[config.mk]
export PLATFORM = sky130hd
export DESIGN_NAME = display_scan_controller
export DESIGN_NICKNAME = d
export VERILOG_FILES = /design/src/rtl/display_pkg.sv /design/src/rtl/hex_to_seven_segment.sv /design/src/rtl/display_scan_controller.sv
export SDC_FILE = /design/constraint.sdc
export NUM_CORES = 1
export LEC_CHECK = 0
export CORE_ASPECT_RATIO = 1.75
export CORE_MARGIN = 3
export CORE_UTILIZATION = 35
export CTS_CLUSTER_SIZE = 30
export DETAILED_ROUTE_END_ITERATION = 6
export PLACE_DENSITY = 0.65
export SKIP_CTS_REPAIR_TIMING = 1
export SYNTH_ARGS = -nofsm -noshare
export SYNTH_HDL_FRONTEND = slang
export SYNTH_SLANG_ARGS = --single-unit
[constraint.sdc]
create_clock -name clk -period 6.8 [get_ports clk]
set_clock_uncertainty 0.2 [all_clocks]
set_input_delay 2.04 -clock clk [delete_from_list [all_inputs] [get_ports clk]]
set_output_delay 2.04 -clock clk [all_outputs]
set_load 0.01 [all_outputs]
[src/rtl/display_pkg.sv]
// Shared constants for the 4-digit seven-segment scan controller:
// inactive bus levels, scan FSM state encoding and the hex segment table.
package display_pkg;

  localparam int unsigned NUM_DIGITS = 4;
  localparam int unsigned SEG_W      = 7;

  localparam logic [SEG_W-1:0]      SEG_OFF   = 7'b1111111;
  localparam logic [NUM_DIGITS-1:0] ANODE_OFF = 4'b1111;

  typedef enum logic {
    ST_BLANK = 1'b0,
    ST_DRIVE = 1'b1
  } scan_state_t;

  // Active-low {g,f,e,d,c,b,a}; entry k decodes hex digit k (F down to 0).
  localparam logic [15:0][SEG_W-1:0] SEG_TABLE = {
    7'b0001110,  // F
    7'b0000110,  // E
    7'b0100001,  // d
    7'b1000110,  // C
    7'b0000011,  // b
    7'b0001000,  // A
    7'b0010000,  // 9
    7'b0000000,  // 8
    7'b1111000,  // 7
    7'b0000010,  // 6
    7'b0010010,  // 5
    7'b0011001,  // 4
    7'b0110000,  // 3
    7'b0100100,  // 2
    7'b1111001,  // 1
    7'b1000000   // 0
  };

endpackage

[src/rtl/hex_to_seven_segment.sv]
// Combinational hex nibble to active-low seven-segment pattern.
module hex_to_seven_segment
  import display_pkg::*;
(
  input  logic [3:0]       nibble,
  output logic [SEG_W-1:0] seg_c
);

  assign seg_c = SEG_TABLE[nibble];

endmodule

[src/rtl/display_scan_controller.sv]
// Time-multiplexed 4-digit seven-segment scanner with a frame-synchronous value handshake.
// Optional build macro LEADING_ZERO_BLANK_EN blanks digits above the most significant nonzero nibble.
module display_scan_controller
  import display_pkg::*;
#(
  parameter int unsigned CLK_DIV      = 50000,
  parameter int unsigned BLANK_CYCLES = 8
) (
  input  logic                  clk,
  input  logic                  rst,
  input  logic [15:0]           value_in,
  input  logic                  value_valid,
  output logic                  value_ready,
  output logic [SEG_W-1:0]      display,
  output logic [NUM_DIGITS-1:0] anode,
  output logic                  frame_done
);

  localparam int unsigned CNT_MAX = (CLK_DIV > BLANK_CYCLES) ? CLK_DIV : BLANK_CYCLES;
  localparam int unsigned CNT_W   = $clog2(CNT_MAX);

  localparam logic [CNT_W-1:0] DRIVE_LAST = CNT_W'(CLK_DIV - 1);
  localparam logic [CNT_W-1:0] DRIVE_PRE  = CNT_W'(CLK_DIV - 2);
  localparam logic [CNT_W-1:0] BLANK_LAST = CNT_W'(BLANK_CYCLES - 1);

  scan_state_t           state, state_nxt;
  logic [CNT_W-1:0]      cnt, cnt_nxt;
  logic [1:0]            idx, idx_nxt;
  logic [15:0]           shadow, pending;
  logic                  boundary_c;
  logic                  frame_pre_c;
  logic                  accept_c;
  logic                  lz_blank_c;
  logic [3:0]            nibble_c;
  logic [SEG_W-1:0]      seg_c;
  logic [SEG_W-1:0]      display_nxt;
  logic [NUM_DIGITS-1:0] anode_nxt;

  // Dwell counter and digit sequencing.
  always_comb begin
    state_nxt  = state;
    cnt_nxt    = cnt + CNT_W'(1);
    idx_nxt    = idx;
    boundary_c = 1'b0;
    case (state)
      ST_BLANK: begin
        if (cnt == BLANK_LAST) begin
          state_nxt = ST_DRIVE;
          cnt_nxt   = '0;
        end
      end
      ST_DRIVE: begin
        if (cnt == DRIVE_LAST) begin
          state_nxt  = ST_BLANK;
          cnt_nxt    = '0;
          idx_nxt    = idx + 2'd1;
          boundary_c = (idx == 2'd3);
        end
      end
      default: state_nxt = ST_BLANK;
    endcase
  end

  // frame_done is registered, so it is armed one cycle before the boundary cycle.
  assign frame_pre_c = (state == ST_DRIVE) && (idx == 2'd3) && (cnt == DRIVE_PRE);
  assign accept_c    = value_valid && value_ready;
  assign nibble_c    = shadow[{idx_nxt, 2'b00} +: 4];

  hex_to_seven_segment u_dec (
    .nibble (nibble_c),
    .seg_c  (seg_c)
  );

`ifdef LEADING_ZERO_BLANK_EN
  // Digit 0 is never blanked so an all-zero value still shows "0".
  always_comb begin
    case (idx_nxt)
      2'd3:    lz_blank_c = (shadow[15:12] == 4'h0);
      2'd2:    lz_blank_c = (shadow[15:8] == 8'h00);
      2'd1:    lz_blank_c = (shadow[15:4] == 12'h000);
      default: lz_blank_c = 1'b0;
    endcase
  end
`else
  assign lz_blank_c = 1'b0;
`endif

  // Outputs are computed from the next state so they are valid in each state's first cycle.
  always_comb begin
    anode_nxt   = ANODE_OFF;
    display_nxt = SEG_OFF;
    if (state_nxt == ST_DRIVE) begin
      anode_nxt = ANODE_OFF ^ (4'b0001 << idx_nxt);
      if (!lz_blank_c) begin
        display_nxt = seg_c;
      end
    end
  end

  always_ff @(posedge clk or negedge rst) begin
    if (!rst) begin
      state       <= ST_BLANK;
      cnt         <= '0;
      idx         <= '0;
      shadow      <= '0;
      pending     <= '0;
      value_ready <= 1'b1;
      frame_done  <= 1'b0;
      anode       <= ANODE_OFF;
      display     <= SEG_OFF;
    end else begin
      state      <= state_nxt;
      cnt        <= cnt_nxt;
      idx        <= idx_nxt;
      frame_done <= frame_pre_c;
      anode      <= anode_nxt;
      display    <= display_nxt;
      // Shadow only moves at the frame boundary so a frame never mixes two values.
      if (boundary_c) begin
        if (accept_c) begin
          shadow <= value_in;
        end else if (!value_ready) begin
          shadow <= pending;
        end
        value_ready <= 1'b1;
      end else if (accept_c) begin
        pending     <= value_in;
        value_ready <= 1'b0;
      end
    end
  end

endmodule

Word level (Yosys, flattened, before mapping)
Memory sizes are Yosys's and may differ from the RTL's.
Index checks and enable logic that the tools add are counted.
Widths: inputs -> output; s select.
{ "word_totals": {"reg_bits": 64, "romBits": 112, "inputBits": 19, "n_memories": 1} }
{ "op_classes": {"add_sub_neg": 2, "n_lt_le_gt_ge": 1, "eq_ne": 5, "shifts": 2, "n_mux": 17, "n_bitwise": 3, "n_reduce_logical": 6} }
{ "memory_table": {"columns": ["name", "depth", "word_bits", "read_ports", "rd_clocked_by_memory_dff", "write_ports", "line", "text"], "rows": [
  ["(no name shown)", 16, 7, 1, 0, 0, "hex_to_seven_segment.sv:9", "assign seg_c = SEG_TABLE[nibble];"]
]} }
{ "op_table": {"columns": ["op", "n"], "rows": [
  ["$mux 16", 4],
  ["$eq 16x16->1 const B", 2],
  ["$pmux 16 s2", 1],
  ["$add 16x1->16 const B", 1],
  ["$eq 16x3->1 const B", 1],
  ["$shiftx 16x5->4", 1],
  ["$mux 7", 2],
  ["$mux 1", 6],
  ["$lt 4x5->1 const B", 1],
  ["$mux 2", 2],
  ["$mux 4", 1],
  ["$not 4->4", 1],
  ["$reduce_and 2->1", 2],
  ["$shl 1x2->4 const A", 1],
  ["$logic_and 1x1->1", 3],
  ["$add 2x1->2 const B", 1],
  ["$eq 2x2->1 const B", 1],
  ["$ne 2x1->1 const B", 1],
  ["$not 1->1", 2],
  ["$pmux 1 s2", 1],
  ["$reduce_bool 2->1", 1]
]} }

Logic depth before layout (Yosys ltp)
Gate-level depths: netlist of run 1.
{ "depth": {"ltp_word": 7, "ltp_mapped": 12} }

Hierarchy
Synthesis of run 1 repeated with hierarchy kept, for this count alone.
{ "unflattened": {"cells_unflattened": 331, "area_unflattened_um2": 3547.2} }
{ "by_module_without_submodules": {"columns": ["module", "instances", "cells_each", "area_each_um2", "seq_area_each_um2"], "rows": [
  ["display_scan_controller", 1, 300, 3285.7, 1616.6],
  ["hex_to_seven_segment", 1, 31, 261.5, 0.0]
]} }

Worst setup path before layout of run 1
Ideal clock, no wire load.
{ "synth_path": {"path_type": "input port to flip-flop", "startpoint": "in value_valid", "endpoint": "reg shadow[12]", "arrival_time_ps": 3070, "required_ps": 6465, "path_slack_ps": 3394, "path_stages": 4, "path_buffers": 1, "path_cell_list": "nand2_1 -> clkbuf_1 -> mux2i_1 -> o21ai_0"} }
{ "synth_via": {"elab_chain_cells": 3, "word_cells_on_any_way": 4, "classes_between": "1 x eq/ne; 1 x mux; 2 x reduce/logical"} }
{ "synth_lines": {"columns": ["element", "line", "text"], "rows": [
  ["from (decl)", "display_scan_controller.sv:12", "input logic value_valid,"],
  ["$logic_and 1x1->1 (*)", "display_scan_controller.sv:66", "assign accept_c = value_valid && value_ready;"],
  ["$ne 2x1->1 (no line)", null, null],
  ["$reduce_and 2->1 (no line)", null, null],
  ["to (signal assigned)", "display_scan_controller.sv:121", "shadow <= value_in;"],
  ["to (signal assigned)", "display_scan_controller.sv:123", "shadow <= pending;"],
  ["to (decl)", "display_scan_controller.sv:29", "logic [15:0] shadow, pending;"]
]} }
Mark *: on every way between the ends. The rest lies on a longest branch, timed or not.
A chain may end at the register's enable or synchronous reset.

Worst setup path after layout of run 1
{ "layout_path": {"startpoint": "in value_valid", "endpoint": "reg pending[1]"} }
{ "layout_via": {"elab_chain_cells": 2} }
{ "layout_lines": {"columns": ["element", "line", "text"], "rows": [
  ["$logic_and 1x1->1", "display_scan_controller.sv:66", null],
  ["$reduce_and 2->1 (no line)", null, null],
  ["to (signal assigned)", "display_scan_controller.sv:127", "pending <= value_in;"],
  ["to (decl)", "display_scan_controller.sv:29", null]
]} }
No other way between the ends.

==> results.txt, run 1 <==
The number of instances in the synthesized netlist came out at 283. In this run the core area contains 45 standard-cell rows. The flip-flop and latch count after synthesis is 64. The share of synthesized flip-flops with an asynchronous set or reset is 100.0%. The post-route netlist has a little under a fifth of its cells at a drive strength greater than 1.

The clock transition at the registers of the reported paths is 0.05 ns. 0 antenna diodes ended up in the layout. The final number of max-transition violations is 0. The number of buffers on the longest clock path is 2. The total clock sinks is 64. Setup violations remaining at the end of the flow were counted as 0. The number of warning messages in the yosys log came out at 0. The first-pass GRT wire length is around 11000 microns. The final critical delay including setup and external delays is between 4 and 5 ns. The synthesized netlist net count is a little over 300.

The pin count of the biggest net entering global routing came out at 65. The number of filler instances in the final layout came out at 837. Summing the areas of all compound-gate instances in the mapped netlist gives roughly 6% of the synthesized area. The later-pin clock latency in the skew report is 0.34 ns. The post-route clock period utilization came out at around 64%. Setup repair after global routing left no endpoint under its margin. The number of buffer and inverter stages on the critical path came out at 1.

The number of vias after detailed routing came out at between 2000 and 2500. The count of H-tree levels built during CTS is 3. The setup total negative slack is 0 ns. The largest stage delay on the critical path is roughly 0.90 ns. The slowest stage of the critical path is the sky130_fd_sc_hd__a21oi_2 cell. Leaving out fill and tap cells, the most frequent cell in the layout is sky130_fd_sc_hd__dfrtp_1. At the pin with the least slew margin, the transition time is approximately 0.94 ns. The run finished with clean final reports. The share of the Yosys chip area taken by registers is 50.02%. The max-slew headroom at the worst pin is between 30% and 40%. The initial antenna violation count is 0. The clock network burns between 50% and 60% of the power. Based on the critical path, the design can be clocked at up to roughly 0.23 GHz. The total grt overflow came out at 0. By area, the combinational part of the netlist is dominated by multiplexers. The combinational share of power is roughly 3.7%. The net load switching power came out at 0.0001834 W. The total standard cell area after synthesis is 3232 sq um. The logic depth of the worst register-to-register path is 8. The iteration count of the initial detailed-routing pass is 4. The ratio of routed vias to standard cells came out at 5.016. In the layout the commonest cells are 52 x sky130_fd_sc_hd__dfrtp_1, 33 x sky130_fd_sc_hd__nand2_1, 30 x sky130_fd_sc_hd__clkdlybuf4s50_1, 25 x sky130_fd_sc_hd__mux2i_1, 20 x sky130_fd_sc_hd__mux2_2. Per report_power, the sequential group accounts for between 40% and 50% of the total. The worst-case hold slack came out at 0.2974 ns. The die covers around 10000 sq um. In this run the power density over the cells is 243.9 nW/um^2. The CTS tree is built. The clock tree root buffer cell is sky130_fd_sc_hd__clkbuf_16.

The initial core utilization came out at 36.56%. The synthesized area per cell is around 11 sq um. STA classifies the critical path startpoint as an input port. The number of nets in the finished design came out at 344.

Traced cell by cell, the critical path runs through clkdlybuf4s50_1 > nand2_1 > a21oi_2 > mux2_2. After Yosys synthesis, full adders, half adders and majority gates account for under 10% of the synthesized area. By area the synthesized netlist is led by sky130_fd_sc_hd__dfrtp_1 40%, sky130_fd_sc_hd__dfstp_2 9.8%, sky130_fd_sc_hd__mux2i_1 7.7%. The final count of hold timing violations came out at 0.

The DRC violation count after routing is 0. The min-delay analysis places its worst path in the category flip-flop to flip-flop. The aggregate global-route resource usage came out at a little over an eighth. The via count of the first global-routing pass came out at around 2200. The HPWL reported at the end of detailed placement is between 4000 and 5000 microns. The max-cap violation count came out at 0. The number of cells on the worst hold path is 2. IR analysis of the VDD net gives a maximum drop of around 0.14 mV.

The die width came out at 78.64 microns. The boundary pin count came out at 32. For the worst setup path, the data required time is ~6.8 ns. After synthesis, the share of cell area in mux cells is roughly a fifth. Synthesis instantiated 40 different standard cells from the library. The start-to-end type of the worst setup path is input port to flip-flop. The instance count on the critical path came out at 4. Compared with the post-synthesis result, the final layout area differs by 23.54%.

sky130_fd_sc_hd__dfrtp_1 takes more of the synthesized area than any other cell. The sort of element at the end of the critical path is a flip-flop. The synthesized netlist devotes around an eighth of its cell area to simple gates. The synthesized-area fraction occupied by xor and xnor cells came out at under 10%.

The number of design-rule violations left by the first detailed-router iteration is 104. The arrival time reported for the critical path endpoint is around 4.4 ns. The final wirelength came out at 6075 microns. The number of enable-type register cells in the synthesized netlist came out at 0.

The internal power came out at between 0.0007 and 0.0008 W. The number of buffers created by CTS is 9. Of the post-synthesis cell area, the dominant cell type holds roughly 40%. The count of antenna-violating nets left after detailed routing is 0.

The most frequently used flop master after synthesis is sky130_fd_sc_hd__dfrtp_1. The largest fanout on the critical path came out at 17. On the critical path the largest part of the delay comes from compound AO/OA/AOI/OAI gates.

From bottom edge to top edge, the die measures roughly 130 microns. The reported leakage power came out at around 1.8 nW. The number of input and output port buffers inserted came out at 31. Of the total power, the share spent switching nets is between 10% and 20%.

The core region is just under 9000 sq um. Dividing the detail-routed wire length by the instance count gives roughly 14 microns. The routability congestion estimate came out at 0.8458.
[metrics by stage]
stage	worst slack, ns	power (W)	cell area (sq um)	utilization (%)	std cells
2_1_floorplan	3.394	0.0004179	3232	-	283
3_3_place_gp	2.100	0.0004394	3637	41.15	422
3_5_place_dp	2.063	0.0004414	3637	41.15	422
4_1_cts	2.408	0.0009848	3993	45.17	438
5_1_grt	2.261	0.001007	3993	45.17	438
6_report	2.443	0.0009739	3993	45.17	438
[power by group through the flow]
stage | sequential [W] | clock, W | combinational (W)
CTS | 0.000398 | 0.000550 | 0.0000373
detailed placement | 0.000404 | 0 | 0.0000371
finish | 0.000398 | 0.000540 | 0.0000360
global placement | 0.000404 | 0 | 0.0000357
floorplan | 0.000403 | 0 | 0.0000151
global route | 0.000399 | 0.000567 | 0.0000410
[tightest hold or removal path, cell delays in order, from the launching register on]
cell,delay (ns)
sky130_fd_sc_hd__dfrtp_1,0.35
sky130_fd_sc_hd__nand2_1,0.05
sky130_fd_sc_hd__o21ai_0,0.06
[area by class of cell]
cell class	count	area, sq um	area share, %
Inverter	9	33.78	0.8461
Clock buffer	11	252.7	6.330
Tap cell	117	146.4	3.667
Clock inverter	5	102.6	2.570
Sequential cell	64	1617	40.49
Timing Repair Buffer	32	312.8	7.835
Multi-Input combinational cell	200	1528	38.26
[layer usage]
metal  vias up  global-route usage [%]  wire length [microns]
met2        44                   22.33                   3265
li1       1071                       -                      -
met5         -                       0                      0
met3        14                   3.383                    233
met1      1068                   14.22                   2384
met4         0                   7.977                    192
[registers in the layout, indices dropped and copies added (netlist names)]
register and cells:
cnt 16, pending 16, shadow 16, display 7
anode 4, idx 2, frame_done 1, state 1
value_ready 1
[Yosys cell counts (2+ instances only)]
cell type                  count
sky130_fd_sc_hd__and2_1        2
sky130_fd_sc_hd__xor2_1       12
sky130_fd_sc_hd__mux2i_2       2
sky130_fd_sc_hd__o21ai_0      16
sky130_fd_sc_hd__a211oi_1      3
sky130_fd_sc_hd__buf_4         2
sky130_fd_sc_hd__nor4_1        2
sky130_fd_sc_hd__dfstp_2      12
sky130_fd_sc_hd__ha_1          9
sky130_fd_sc_hd__mux2i_1      25
sky130_fd_sc_hd__nand3_1      13
sky130_fd_sc_hd__and3_1        4
sky130_fd_sc_hd__a21oi_1       3
sky130_fd_sc_hd__inv_1         9
sky130_fd_sc_hd__dfrtp_1      52
sky130_fd_sc_hd__o221ai_1      2
sky130_fd_sc_hd__nand2_1      33
sky130_fd_sc_hd__nor2b_1       2
sky130_fd_sc_hd__clkbuf_1      6
sky130_fd_sc_hd__a211o_1       2
sky130_fd_sc_hd__and4_1        3
sky130_fd_sc_hd__nor2_1       16
sky130_fd_sc_hd__nor3b_1       2
sky130_fd_sc_hd__xnor2_1       5
sky130_fd_sc_hd__mux4_2        6
sky130_fd_sc_hd__nand4_1       3
sky130_fd_sc_hd__mux2_2       20
sky130_fd_sc_hd__nor3_1        5
[cell families after synthesis]
| kind of cell | Yosys count |
|---|---|
| xor+xnor | 17 |
| flops | 64 |
| compound gates | 32 |
| mux | 53 |
| buf+inv | 19 |
| fa+ha+maj | 9 |
| simple gates | 89 |
[final timing paths]
kind                              from         end  slack [ns]
min                         shadow[12]  shadow[12]        0.30
max in group asynchronous          rst  pending[3]        4.22
max                        value_valid  pending[1]        2.44
max reg2reg                    cnt[11]  display[0]        3.46
min reg2reg                 shadow[12]  shadow[12]        0.30
min in group asynchronous          rst     cnt[12]        1.66
Note: power is estimated with default switching activity, not from simulation.
==> run 2: changes to the inputs <==
PLACE_DENSITY = 0.67   (was 0.65)
clock period = 3.7 ns   (was 6.8 ns; I/O delays follow)
==> results.txt, run 2 (same netlist as run 1, synthesis figures left out) <==
Leaving out fill and tap cells, the most frequent cell in the layout is sky130_fd_sc_hd__dfrtp_1. The reported leakage power came out at 1.861 nW (+0.88%). The max-slew headroom at the worst pin came out at 48.07% (+11 points). The DRC violation count after routing is 0 (unchanged).

The pin count of the biggest net entering global routing was 36 (-45%). The final count of hold timing violations is 0 (unchanged). The count of antenna-violating nets left after detailed routing is 0 (unchanged). The boundary pin count was 32 (unchanged).

The top cell types in the final layout, fill and taps aside, are 52 x sky130_fd_sc_hd__dfrtp_1, 33 x sky130_fd_sc_hd__nand2_1, 30 x sky130_fd_sc_hd__clkdlybuf4s50_1, 25 x sky130_fd_sc_hd__mux2i_1, 20 x sky130_fd_sc_hd__mux2_2. The number of buffer and inverter stages on the critical path came out at 0 (-1). The required arrival time at the worst endpoint is 3.71 ns (-3.11 ns). The largest fanout on the critical path is 15 (-2). The total clock sinks came out at 64 (unchanged). The clock transition at the registers of the reported paths is 0.05 ns (about the same). The largest registers in the layout are cnt (16), pending (16), shadow (16).

The iteration count of the initial detailed-routing pass is 4 (unchanged). The number of input and output port buffers inserted came to 31 (unchanged). The number of buffers created by CTS is 9 (unchanged). The clock tree root buffer cell is sky130_fd_sc_hd__clkbuf_16. The later-pin clock latency in the skew report was 0.34 ns (about the same).

The area of the core came out at 8840 sq um (unchanged). The ratio of routed vias to standard cells came to 4.959 (-1.1%). The final number of max-transition violations came out at 0 (unchanged). The min-delay analysis places its worst path in the category flip-flop to flip-flop. The register-to-register path setup slack came out at 0.40 ns (-3.06 ns).

The number of placement rows is 45 (unchanged). The number of buffers on the longest clock path is 2 (unchanged). The peak supply drop is 0.2499 mV (+75%). The number of vias after detailed routing came out at 2202 (+0.23%). The maximum clock frequency is 0.3028 GHz. The final critical delay including setup and external delays is 3.302 ns. TritonCTS built the clock tree. Traced cell by cell, the critical path runs through ha_1 > and4_1 > and4_1 > and2_1 > mux2_2 > nand2_1 > ha_1 > nor3_1 > o41ai_1. Among all stages on the critical path, the largest delay is contributed by sky130_fd_sc_hd__and2_1. The critical path launch point type is a flip-flop. The number of failing setup endpoints in the final timing report came out at 0 (unchanged). The kind of cell adding the most delay to the critical path is simple AND/OR/NAND/NOR gates. The final wirelength came out at 6204 microns (+2.1%).

STA classifies the critical path endpoint as a flip-flop. The number of antenna repair diodes is 0 (unchanged). The final routed wire length divided by cell count is 13.97 microns (+0.74%). Setup repair after global routing left no endpoint under its margin. The full die area is 10470 sq um (unchanged). The initial antenna violation count is 0 (unchanged). The die width is 78.64 microns (unchanged). The number of design-rule violations left by the first detailed-router iteration came out at 114 (+9.6%). The vertical extent of the die came out at 133.1 microns (unchanged). The slew at the pin closest to its max-slew limit came out at 0.7790 ns (-0.1652 ns). The aggregate global-route resource usage came out at 13.22% (+0.14 points). The initial core utilization is 36.56% (unchanged).

Relative to the synthesized area, the layout overhead comes to 24.00%. The largest stage delay on the critical path came to 0.60 ns (-0.30 ns). The count of H-tree levels built during CTS came out at 3 (unchanged).

The arrival time reported for the critical path endpoint is 3.32 ns (-1.05 ns). The max-cap violation count came to 0 (unchanged). The start-to-end type of the worst setup path is flip-flop to flip-flop. The number of nets in the finished design was 350 (+1.7%). The post-route clock period utilization came out at roughly nine tenths. The routability congestion estimate came out at 0.7923 (-6.3%).

The total power of the final layout is 0.001703 W (+75%). The total power per unit cell area came out at 424.8 nW/um^2 (+74%). The total grt overflow came out at 0 (unchanged).

The first-pass GRT wire length was 10610 microns (+0.72%). The setup total negative slack came out at 0 ns (unchanged). The flow ran to the end, and the final reports show no timing, DRC or antenna violations.

The share of layout cells above drive strength 1 came out at 19.88% (+0.87 points). The HPWL reported at the end of detailed placement came out at 4670 microns (+7.8%). The via count of the first global-routing pass came out at 2249 (+2.1%).
run 2: stage by stage:
stage | area, sq um | utilization [%] | instances | hold slack [ns] | setup slack (ns)
finish | 4008 | 45.34 | 444 | 0.3021 | 0.3980
floorplan | 3232 | - | 283 | 0.2610 | 0.8757
CTS | 4008 | 45.34 | 444 | 0.3071 | 0.4124
global placement | 3682 | 41.66 | 428 | 0.2802 | 0.5601
detailed placement | 3682 | 41.66 | 428 | 0.2958 | 0.4303
global route | 4008 | 45.34 | 444 | 0.3174 | 0.1798
run 2: final cells by class:
class	instances	area (sq um)
clock buffer	13	260.3
sequential	64	1617
tap	117	146.4
fill	860	4832
clock inverter	3	65.06
timing repair buffer	38	357.8
inverter	9	33.78
multi-input combinational	200	1528
run 2: routing by layer:
metal | track usage (%) | wire length [microns] | vias to the layer above
li1 | - | - | 1081
met1 | 13.67 | 2325 | 1065
met2 | 23.37 | 3435 | 46
met3 | 4.060 | 268 | 10
met4 | 7.101 | 175 | 0
met5 | 0 | 0 | -
run 2: worst register-to-register path, delay by kind of cell (launching register included):
kind / cells / cell delay, ns
compound gates: 1 / 0.42
simple gates: 5 / 1.23
mux: 1 / 0.41
flops: 1 / 0.40
fa+ha+maj: 2 / 0.53
run 2: where the power goes:
| part | switching, W | internal [W] |
|---|---|---|
| clock network | 0.000281 | 0.000624 |
| registers | 0.00000907 | 0.000722 |
| logic | 0.0000270 | 0.0000392 |
run 2: final timing paths:
path,startpoint,endpoint,cells past startpoint
max in group asynchronous,rst,value_ready,2
hold reg to reg,pending[13],pending[13],1
hold / removal,pending[13],pending[13],1
setup / recovery,cnt[0],display[0],9
min in group asynchronous,rst,cnt[6],1
setup reg to reg,cnt[0],display[0],9
==> run 3: changes to the inputs <==
RECOVER_POWER = 25   (was not set)
SLEW_MARGIN = 20   (was not set)
==> results.txt, run 3 (same netlist as run 1, synthesis figures left out) <==
The final routed wire length divided by cell count came to 13.97 microns (about the same). The total grt overflow was 0 (unchanged). The total power per unit cell area came out at 424.9 nW/um^2 (about the same). The number of buffers on the longest clock path came to 2 (unchanged). The number of cells on the worst hold path came out at 1 (unchanged). The maximum clock frequency was 0.3028 GHz (unchanged). The worst-case hold slack came out at 0.3021 ns (unchanged). The final wirelength is 6202 microns (about the same). The max-slew headroom at the worst pin is -24.62% (-73 points). The flow ran to the end, but the final reports show violations. The post-route clock period utilization came out at 89.24% (unchanged).

The die width came out at 78.64 microns (unchanged). The area of the core came out at 8840 sq um (unchanged). The HPWL reported at the end of detailed placement is 4670 microns (unchanged).

The vertical extent of the die came to 133.1 microns (unchanged). The pin count of the biggest net entering global routing came out at 36 (unchanged). The initial core utilization came out at 36.56% (unchanged). The peak supply drop came out at 0.2499 mV (about the same).

The count of H-tree levels built during CTS came out at 3 (unchanged). The number of failing setup endpoints in the final timing report came out at 0 (unchanged). The max-cap violation count was 1 (+1). The number of filler instances in the final layout is 860 (unchanged). The reported leakage power came out at 1.858 nW (-0.15%).

The number of placement rows came to 45 (unchanged). The clock network fraction of design power is 53.2% (about the same). The later-pin clock latency in the skew report came to 0.34 ns (about the same).

The share of layout cells above drive strength 1 came out at 19.57% (-0.31 points). The final standard cell count with taps included and fillers excluded came out at 444 (unchanged). The number of input and output port buffers inserted is 31 (unchanged). The total clock sinks is 64 (unchanged).

The worst setup path is captured at a flip-flop. The worst hold path terminates at pending[13]. The checks that failed: capacitance limit, slew limit. TritonCTS built the clock tree. The internal power is 0.001386 W (about the same).

The switching fraction of total power came out at 18.60% (about the same). The footprint of the flip-flops and latches is 1617 sq um (unchanged). The footprint of the multi-input gates is 1528 sq um (unchanged).

The count of antenna-violating nets left after detailed routing came out at 0 (unchanged). The number of antenna repair diodes is 0 (unchanged). The final number of max-transition violations is 36 (+36). The beginning of the worst hold path is pending[13].

The final critical delay including setup and external delays was 3.302 ns (unchanged). The combinational share of power was 3.9% (about the same). The logic depth of the worst register-to-register path came to 9 (unchanged).

The number of nets in the finished design is 350 (unchanged). The library cell used most frequently in the layout, excluding fill and tap cells, is sky130_fd_sc_hd__dfrtp_1. The total power of the final layout is 0.001702 W (about the same).

The arrival time reported for the critical path endpoint is 3.32 ns (about the same). The setup total negative slack came to 0 ns (unchanged). The full die area is 10470 sq um (unchanged). The area growth from synthesis to final layout came out at 23.96% (about the same). The startpoint identified for the worst register-to-register timing path is cnt[0]. The instance count after placement with tap cells included came out at 428 (unchanged). In the layout the commonest cells are 52 x sky130_fd_sc_hd__dfrtp_1, 33 x sky130_fd_sc_hd__nand2_1, 30 x sky130_fd_sc_hd__clkdlybuf4s50_1, 25 x sky130_fd_sc_hd__mux2i_1, 20 x sky130_fd_sc_hd__mux2_2. The clock transition at the registers of the reported paths came out at 0.05 ns (about the same).

The tree is rooted in a sky130_fd_sc_hd__clkbuf_16. The min-delay analysis places its worst path in the category flip-flop to flip-flop. The worst slack after detailed placement is 0.4303 ns (unchanged). The first-pass GRT wire length is 10610 microns (unchanged).

The ratio of routed vias to standard cells was 4.959 (unchanged). The slew at the pin closest to its max-slew limit came to 1.869 ns (+1.090 ns). The final count of hold timing violations is 0 (unchanged). The via count of the first global-routing pass is 2249 (unchanged).

The post-route worst setup slack is 0.3980 ns (unchanged). The number of design-rule violations left by the first detailed-router iteration came out at 114 (unchanged). The DRC violation count after routing came out at 0 (unchanged). The iteration count of the initial detailed-routing pass came out at 4 (unchanged). The critical path launch point type is a flip-flop. The number of vias after detailed routing was 2202 (unchanged). The boundary pin count is 32 (unchanged). The initial antenna violation count came out at 0 (unchanged). The register-to-register path setup slack is 0.40 ns (about the same). The critical path is of the flip-flop to flip-flop type. The largest fanout on the critical path is 15 (unchanged). The number of buffers created by CTS came to 9 (unchanged). The net load switching power came out at 0.0003167 W (about the same). The routability congestion estimate came to 0.7923 (unchanged). The aggregate global-route resource usage is 13.22% (unchanged). Setup repair after global routing left no endpoint under its margin. In the final layout, the registers with the most flip-flops are cnt (16), pending (16), shadow (16). The required arrival time at the worst endpoint is 3.71 ns (about the same). The endpoint of the worst-slack reg-to-reg timing path is display[0]. The share of total power in sequential cells was 43.0% (about the same).
==> run 3: cell count changes in the layout (fill, tap and decap cells not counted), sizes merged <==
cell / delta
buf: -1
clkbuf: +1
==> run 3: stage by stage <==
stage | instance area (sq um) | util (%)
2_1_floorplan | 3232 | -
3_3_place_gp | 3682 | 41.66
3_5_place_dp | 3682 | 41.66
4_1_cts | 4008 | 45.34
5_1_grt | 4006 | 45.32
6_report | 4006 | 45.32
==> run 3: layout make-up <==
| type | count | share of cell area [%] |
|---|---|---|
| Clock buffer | 13 | 6.496 |
| Clock inverter | 3 | 1.624 |
| Inverter | 9 | 0.8432 |
| Multi-Input combinational cell | 200 | 38.13 |
| Sequential cell | 64 | 40.35 |
| Tap cell | 117 | 3.654 |
| Timing Repair Buffer | 38 | 8.901 |
==> run 3: how the worst max path moves through the flow <==
stage / from / endpoint / slack (ns) / cells after the start
finish: cnt[0] / display[0] / 0.40 / 9
global route: cnt[0] / display[0] / 0.18 / 9
CTS: cnt[0] / display[0] / 0.41 / 9
global placement: cnt[0] / display[0] / 0.56 / 9
detailed placement: cnt[0] / display[0] / 0.43 / 9
floorplan: idx[0] / display[4] / 0.88 / 6
==> run 3: worst max-delay path, stage by stage, from the launching register on <==
cell                      delay, ns
sky130_fd_sc_hd__dfrtp_1       0.40
sky130_fd_sc_hd__ha_1          0.24
sky130_fd_sc_hd__and4_1        0.18
sky130_fd_sc_hd__and4_1        0.22
sky130_fd_sc_hd__and2_1        0.60
sky130_fd_sc_hd__mux2_2        0.41
sky130_fd_sc_hd__nand2_1       0.14
sky130_fd_sc_hd__ha_1          0.29
sky130_fd_sc_hd__nor3_1        0.09
sky130_fd_sc_hd__o41ai_1       0.42
==> run 3: power by group through the flow <==
stage          sequential (W)  clock (W)  combinational [W]
2_1_floorplan        0.000740          0          0.0000278
3_3_place_gp         0.000742          0          0.0000673
3_5_place_dp         0.000743          0          0.0000688
4_1_cts              0.000731   0.000928          0.0000689
5_1_grt              0.000734   0.000965          0.0000747
6_report             0.000731   0.000905          0.0000660
==> run 3: metal layers <==
layer	global-route usage (%)	part of all wire (%)
met1	13.67	37
met2	23.37	55
met3	4.060	4.3
met4	7.101	2.8
met5	0	0
